==> src/rtl/iterative_divider_pkg.sv <==
// -----------------------------------------------------------------------------
// div_pkg: shared types and the single restoring-division step used by
// iterative_divider (and by future multi-bit-per-cycle variants).
//
// Contents
//   DIV_MAX_W     widest operand the shared types/function can carry
//   div_state_e   divider FSM states
//   div_req_t     operand pair + signedness
//   div_resp_t    quotient, remainder, divide-by-zero flag
//   div_step_t    result of one restoring iteration
//   div_step()    one radix-2 restoring step
// -----------------------------------------------------------------------------
package div_pkg;

    localparam int unsigned DIV_MAX_W = 64;

    typedef enum logic [1:0] {
        IDLE,
        ITER,
        FIXUP,
        DONE
    } div_state_e;

    typedef struct packed {
        logic [DIV_MAX_W-1:0] a;
        logic [DIV_MAX_W-1:0] b;
        logic                 op_signed;
    } div_req_t;

    typedef struct packed {
        logic [DIV_MAX_W-1:0] quotient;
        logic [DIV_MAX_W-1:0] remainder;
        logic                 div_by_zero;
    } div_resp_t;

    typedef struct packed {
        logic [DIV_MAX_W:0] rem;
        logic               q_bit;
    } div_step_t;

    // Shift the next dividend bit into the partial remainder and subtract the
    // divisor when it fits. Callers zero-extend narrower operands; the
    // partial remainder entering a step is always below the divisor, so the
    // extra top bit of the shifted value is only there to keep the compare
    // from overflowing.
    function automatic div_step_t div_step(
        input logic [DIV_MAX_W:0]   rem,
        input logic                 a_bit,
        input logic [DIV_MAX_W-1:0] divisor
    );
        div_step_t            res;
        logic [DIV_MAX_W+1:0] shifted;
        logic [DIV_MAX_W+1:0] diff;
        shifted = {rem, a_bit};
        diff    = shifted - {2'b00, divisor};
        if (shifted >= {2'b00, divisor}) begin
            res.rem   = diff[DIV_MAX_W:0];
            res.q_bit = 1'b1;
        end else begin
            res.rem   = shifted[DIV_MAX_W:0];
            res.q_bit = 1'b0;
        end
        return res;
    endfunction

endpackage

==> src/rtl/iterative_divider_if.sv <==
// -----------------------------------------------------------------------------
// iterative_divider_if: request/response handshake bundle of the divider.
//
//   in_valid / in_ready         operand handshake (master -> divider)
//   input_a, input_b, op_signed dividend, divisor, signed select
//   out_valid / out_ready       result handshake (divider -> master)
//   output_quotient/remainder   results, div_by_zero flag
//
// modport master: the requesting/consuming side.
// modport slave : the divider.
// -----------------------------------------------------------------------------
interface iterative_divider_if #(
    parameter int WIDTH = 32
);

    logic             in_valid;
    logic             in_ready;
    logic [WIDTH-1:0] input_a;
    logic [WIDTH-1:0] input_b;
    logic             op_signed;
    logic             out_valid;
    logic             out_ready;
    logic [WIDTH-1:0] output_quotient;
    logic [WIDTH-1:0] output_remainder;
    logic             div_by_zero;

    modport master (
        output in_valid, input_a, input_b, op_signed, out_ready,
        input  in_ready, out_valid, output_quotient, output_remainder, div_by_zero
    );

    modport slave (
        input  in_valid, input_a, input_b, op_signed, out_ready,
        output in_ready, out_valid, output_quotient, output_remainder, div_by_zero
    );

endinterface

==> src/rtl/iterative_divider.sv <==
// -----------------------------------------------------------------------------
// iterative_divider: multi-cycle radix-2 restoring divider (RISC-V
// DIV/DIVU/REM/REMU semantics), one quotient bit per cycle.
//
// Ports
//   clock  in   sole clock, rising edge
//   reset  in   synchronous active-high reset; clears state and outputs
//   flush  in   abort any operation; a same-cycle request is dropped
//   bus    slave modport of iterative_divider_if (operand/result handshake)
//
// Latency: accept in cycle 0, out_valid in cycle WIDTH+2 (cycle 1 on a zero
// divisor). Results are held until out_ready. WIDTH must be 2..DIV_MAX_W.
// -----------------------------------------------------------------------------
module iterative_divider
    import div_pkg::*;
#(
    parameter int WIDTH = 32
) (
    input  logic               clock,
    input  logic               reset,
    input  logic               flush,
    iterative_divider_if.slave bus
);

    localparam int CW = $clog2(WIDTH);

    div_state_e       r_state;
    div_state_e       w_state_next;

    logic [CW-1:0]    r_cnt;
    logic [WIDTH-1:0] r_work;     // dividend magnitude shifting out, quotient shifting in
    logic [WIDTH-1:0] r_divisor;
    logic [WIDTH:0]   r_rem;
    logic             r_q_neg;
    logic             r_r_neg;

    logic [WIDTH-1:0] r_quot;
    logic [WIDTH-1:0] r_remd;
    logic             r_dbz;

    logic             w_accept;
    logic             w_a_neg;
    logic             w_b_neg;
    logic [WIDTH-1:0] w_a_mag;
    logic [WIDTH-1:0] w_b_mag;
    logic             w_b_zero;
    logic             w_cnt_last;

    logic [DIV_MAX_W:0]   w_rem_ext;
    logic [DIV_MAX_W-1:0] w_div_ext;
    div_step_t            w_step;

    assign w_accept   = bus.in_valid & (r_state == IDLE) & ~flush;
    assign w_a_neg    = bus.op_signed & bus.input_a[WIDTH-1];
    assign w_b_neg    = bus.op_signed & bus.input_b[WIDTH-1];
    // The most negative value negates to itself, which read unsigned is the
    // correct magnitude 2^(WIDTH-1).
    assign w_a_mag    = w_a_neg ? -bus.input_a : bus.input_a;
    assign w_b_mag    = w_b_neg ? -bus.input_b : bus.input_b;
    assign w_b_zero   = (bus.input_b == '0);
    assign w_cnt_last = (r_cnt == '0);

    always_comb begin
        w_rem_ext            = '0;
        w_rem_ext[WIDTH:0]   = r_rem;
        w_div_ext            = '0;
        w_div_ext[WIDTH-1:0] = r_divisor;
        w_step               = div_step(w_rem_ext, r_work[WIDTH-1], w_div_ext);
    end

    // State register
    always_ff @(posedge clock) begin
        if (reset) begin
            r_state <= IDLE;
        end else begin
            r_state <= w_state_next;
        end
    end

    // Next-state logic; flush overrides every other input
    always_comb begin
        w_state_next = r_state;
        if (flush) begin
            w_state_next = IDLE;
        end else begin
            unique case (r_state)
                IDLE:    if (bus.in_valid) w_state_next = w_b_zero ? DONE : ITER;
                ITER:    if (w_cnt_last)   w_state_next = FIXUP;
                FIXUP:                     w_state_next = DONE;
                DONE:    if (bus.out_ready) w_state_next = IDLE;
                default:                   w_state_next = IDLE;
            endcase
        end
    end

    // Datapath. Result registers are written only on the transitions into
    // DONE (zero-divisor accept, FIXUP), so they stay stable while held.
    always_ff @(posedge clock) begin
        if (reset) begin
            r_cnt     <= '0;
            r_work    <= '0;
            r_divisor <= '0;
            r_rem     <= '0;
            r_q_neg   <= 1'b0;
            r_r_neg   <= 1'b0;
            r_quot    <= '0;
            r_remd    <= '0;
            r_dbz     <= 1'b0;
        end else begin
            unique case (r_state)
                IDLE: begin
                    if (w_accept) begin
                        r_work    <= w_a_mag;
                        r_divisor <= w_b_mag;
                        r_rem     <= '0;
                        r_cnt     <= CW'(WIDTH - 1);
                        r_q_neg   <= w_a_neg ^ w_b_neg;
                        r_r_neg   <= w_a_neg;
                        if (w_b_zero) begin
                            r_quot <= '1;
                            r_remd <= bus.input_a;
                            r_dbz  <= 1'b1;
                        end
                    end
                end
                ITER: begin
                    r_rem  <= w_step.rem[WIDTH:0];
                    r_work <= {r_work[WIDTH-2:0], w_step.q_bit};
                    r_cnt  <= r_cnt - CW'(1);
                end
                FIXUP: begin
                    if (!flush) begin
                        r_quot <= r_q_neg ? -r_work : r_work;
                        r_remd <= r_r_neg ? -r_rem[WIDTH-1:0] : r_rem[WIDTH-1:0];
                        r_dbz  <= 1'b0;
                    end
                end
                default: ;
            endcase
        end
    end

    assign bus.in_ready         = (r_state == IDLE);
    assign bus.out_valid        = (r_state == DONE);
    assign bus.output_quotient  = r_quot;
    assign bus.output_remainder = r_remd;
    assign bus.div_by_zero      = r_dbz;

endmodule

==> src/flat_wrapper.sv <==
// flat-port wrapper written by rule: the top's interface ports become plain ports
module iterative_divider_flat import div_pkg::*;
#(
    parameter int WIDTH = 32
)
  (clock, reset, flush, bus_in_valid, bus_input_a, bus_input_b, bus_op_signed, bus_out_ready, bus_in_ready, bus_out_valid, bus_output_quotient, bus_output_remainder, bus_div_by_zero);
  iterative_divider_if #(.WIDTH(WIDTH)) bus_i ();
  input  logic clock;
  input  logic reset;
  input  logic flush;
  input wire logic [$bits(bus_i.in_valid)-1:0] bus_in_valid;
  input wire logic [$bits(bus_i.input_a)-1:0] bus_input_a;
  input wire logic [$bits(bus_i.input_b)-1:0] bus_input_b;
  input wire logic [$bits(bus_i.op_signed)-1:0] bus_op_signed;
  input wire logic [$bits(bus_i.out_ready)-1:0] bus_out_ready;
  output wire logic [$bits(bus_i.in_ready)-1:0] bus_in_ready;
  output wire logic [$bits(bus_i.out_valid)-1:0] bus_out_valid;
  output wire logic [$bits(bus_i.output_quotient)-1:0] bus_output_quotient;
  output wire logic [$bits(bus_i.output_remainder)-1:0] bus_output_remainder;
  output wire logic [$bits(bus_i.div_by_zero)-1:0] bus_div_by_zero;
  assign bus_i.in_valid = bus_in_valid;
  assign bus_i.input_a = bus_input_a;
  assign bus_i.input_b = bus_input_b;
  assign bus_i.op_signed = bus_op_signed;
  assign bus_i.out_ready = bus_out_ready;
  assign bus_in_ready = bus_i.in_ready;
  assign bus_out_valid = bus_i.out_valid;
  assign bus_output_quotient = bus_i.output_quotient;
  assign bus_output_remainder = bus_i.output_remainder;
  assign bus_div_by_zero = bus_i.div_by_zero;
  iterative_divider #(.WIDTH(WIDTH)) u_core (.clock(clock), .reset(reset), .flush(flush), .bus(bus_i));
endmodule
==> config.mk <==
export PLATFORM = sky130hd
export DESIGN_NAME = iterative_divider_flat
export DESIGN_NICKNAME = d
export VERILOG_FILES = /design/src/rtl/iterative_divider_pkg.sv /design/src/rtl/iterative_divider_if.sv /design/src/rtl/iterative_divider.sv /design/src/flat_wrapper.sv
export SDC_FILE = /design/constraint.sdc
export NUM_CORES = 1
export LEC_CHECK = 0
export ABC_AREA = 1
export BUFFER_PORTS_ARGS = -buffer_cell sky130_fd_sc_hd__clkbuf_2
export CORE_UTILIZATION = 35
export CTS_CLUSTER_DIAMETER = 150
export CTS_CLUSTER_SIZE = 16
export DETAILED_ROUTE_END_ITERATION = 7
export PLACE_DENSITY = 0.6
export SYNTH_ARGS = -nofsm -noshare
export SYNTH_HDL_FRONTEND = slang
export SYNTH_SLANG_ARGS = --single-unit
==> constraint.sdc <==
create_clock -name clock -period 4.75 [get_ports clock]
set_clock_uncertainty 0.05 [all_clocks]
set_input_delay 0.475 -clock clock [delete_from_list [all_inputs] [get_ports clock]]
set_output_delay 0.475 -clock clock [all_outputs]
set_load 0.02 [all_outputs]
==> run summary <==
P&R area growth vs syn: 12.1%
RSZ-0062 raised after global routing: no
GP Congestion: 0.966
CORE AREA: 0.0377 mm^2
Synth warnings: 0
Vias: 14999
Detailed Routing Iterations Pass 1: 6
Die Y: 197 um
Fmax: 345 MHz
Worst Setup End Kind: flop
Row cnt: 71
Post-CTS Hold Fix Bufs: 0
Cells on Worst Hold Path: 4
Antenna cells: 0
Initial antenna violation count: 0
CTS tree: yes
Antenna-violating nets left: 0
Final Setup Violations: 0
Post-CTS Setup Inserts: 0
First-pass GRT wire length: 77100 um
Clock transition at path regs: 80 ps
Drt wl/cell: 16.9 um
Synth Instances: 2321
Aggregate global routing overflow: 0
DP HPWL: 38700 um
Hold Path Origin: flush
Final WL: 49300 um
Post-synth ARST share: 0%
Tot Pwr: 4.23 mW
Setup TNS: 0 ps
I/O Pins: 137
Required @ worst endpoint: 5090 ps
Critical path class: input port to flop
Synth unique cells: 44
Post_cts resized: 0
CTS H-tree lvls: 4
Mapped Nets: 2434
Minimum clock period: 2900 ps
Vias per cell: 5.13
Peak supply drop: 0.257 mV
R2R depth: 9
Clk root buf: clkbuf_16
Pleak: 7.35 nW
Share of cells above drive strength 1: 8.79%
Final nets: 2513
Slew Limit Fails: 0
DRC viols: 0
Netlist Area Pre-Place: 0.0134 mm^2
# clock sinks: 171
WHS Endpoint: u_core.r_state[0]
Die X-Extent: 197 um
Capturing point of the worst reg2reg path: u_core.r_work[18]
CTS Buf Count: 17
R2r setup slk: 1870 ps
Global Route Usage Sum: 25.4%
Final Cycle Share: 61.0%
Initial Util: 35.5%
Clk_lat worst skew: 460 ps
Port Buffers: 136
Avg Inst Size Synth: 5.76 um^2
Vias in the first global route: 13680
Final hold viol count: 0
Maximum root-to-sink buffer count: 2
Least-Margin Pin Slew: 1160 ps
Iteration-0 DRC count of the detailed router: 1308
Worst reg2reg path startpoint: u_core.r_state[0]
Pwr/cell area: 283 mW/mm^2
WP data arrival: 3240 ps
CP Launch Type: input port
Top FF cell, synth: dfxtp_1
Worst Setup SP: bus_op_signed
Post-synthesis sequential area ratio: 25.6%
Status: completed
Worst Hold Class: input port to flop
Max-slew headroom: 22.3%
MaxCap Viol Count: 0
Post-synth EDFFs: 0
Critical path fanouts, max: 32
Synthesized flop and latch total: 171
Die Area: 0.0390 mm^2
Fin util: 39.8%
Largest net degree at the start of global routing: 67
## critical path, stage by stage
cell and delay, ps:
clkbuf_2 190, nand2_1 420, inv_1 1020, nand2_1 580
a21oi_1 260, o21ai_0 120, a31oi_1 150
## area by class of cell
class                   instances  area (um^2)
fillers                      4238        22700
multi-input cells            1699         8170
flip-flops and latches        171         3420
inverters                     360         1350
repair buffers                151          808
well taps                     511          639
clock buffers                  17          425
clock inverters                15          169
## flip-flops by register name, summed over array words and instances (netlist names)
signal                       count
u_core.bus.div_by_zero           1
u_core.bus.output_quotient      32
u_core.bus.output_remainder     32
u_core.r_cnt                     5
u_core.r_divisor                32
u_core.r_q_neg                   1
u_core.r_r_neg                   1
u_core.r_rem                    33
u_core.r_state                   2
u_core.r_work                   32
## placed cells by master, fill, tap and decap left out, types with 28 or more instances in the layout
cell type	instances
clkbuf_2	135
inv_1	354
ha_1	41
nand3_1	252
nor3_1	28
dfxtp_1	171
nand2_1	627
a21oi_1	180
nor2_1	242
o21ai_0	123
## through the flow
step | setup slack (ps) | hold slack, ps | instance area, um^2 | std cells
6_report | 1850 | 287 | 15000 | 2924
3_5_place_dp | 1410 | 410 | 14400 | 2892
4_1_cts | 1890 | 268 | 15000 | 2924
5_1_grt | 1620 | 283 | 15000 | 2924
2_1_floorplan | 2670 | 391 | 13400 | 2321
3_3_place_gp | 1460 | 407 | 14400 | 2892
## metal layers
layer	global-route usage (%)	wire (um)	vias to the layer above	share of wire [%]
met5	0	0	-	0
met4	10.0	1680	0	3.4
met3	3.30	2910	72	5.9
met2	39.8	21500	502	44
met1	35.2	23200	6803	47
li1	-	-	7622	-
## where the power goes
group          internal, mW  leakage [nW]  switching, mW
logic                 0.357          5.67          0.837
registers              1.51          1.39         0.0596
clock network         0.753         0.289          0.720
## synthesized netlist by cell type (3+ instances only)
cell      count  area, um^2
o21a_1        3        22.5
nand3_1     253        1270
dfxtp_1     171        3420
o21ai_1      26         130
nand2_1     627        2350
buf_1         8        30.0
nand4_1      23         144
nand3b_1      6        45.0
a21oi_2       3        26.3
inv_1       355        1330
a31oi_1      20         125
nor2_1      242         908
o21ai_0     123         616
nand2_4       3        33.8
nor3_1       28         140
o211ai_1     17         128
ha_1         42         526
buf_4         5        37.5
and2_1       11        68.8
o22ai_1      27         169
buf_2        11        55.1
inv_2         5        18.8
xor2_1       16         140
nor2_2        5        31.3
nor3_2        4        40.0
buf_6         8        90.1
xnor2_1      16         140
o221ai_1      5        43.8
clkbuf_1     58         218
a21oi_1     180         901
nor4_1        3        18.8
## kinds of logic (layout without fill, tap and decap cells)
family          count (synthesis)  count (layout)  share of synthesized area [%]
flops                         171             171                           25.6
xor+xnor                       32              32                           2.10
compound gates                411             411                           16.6
buf+inv                       451             543                           13.4
fa+ha+maj                      43              43                           4.08
simple gates                 1213            1213                           38.3
## how the worst max path moves through the flow
stage	depth (start not counted)	end
3_3_place_gp	6	u_core.r_work[18]
2_1_floorplan	14	u_core.r_rem[23]
3_5_place_dp	6	u_core.r_work[18]
4_1_cts	14	u_core.r_rem[25]
6_report	7	u_core.r_work[18]
5_1_grt	7	u_core.r_work[18]
No activity file was read; power rests on OpenSTA's default activity.
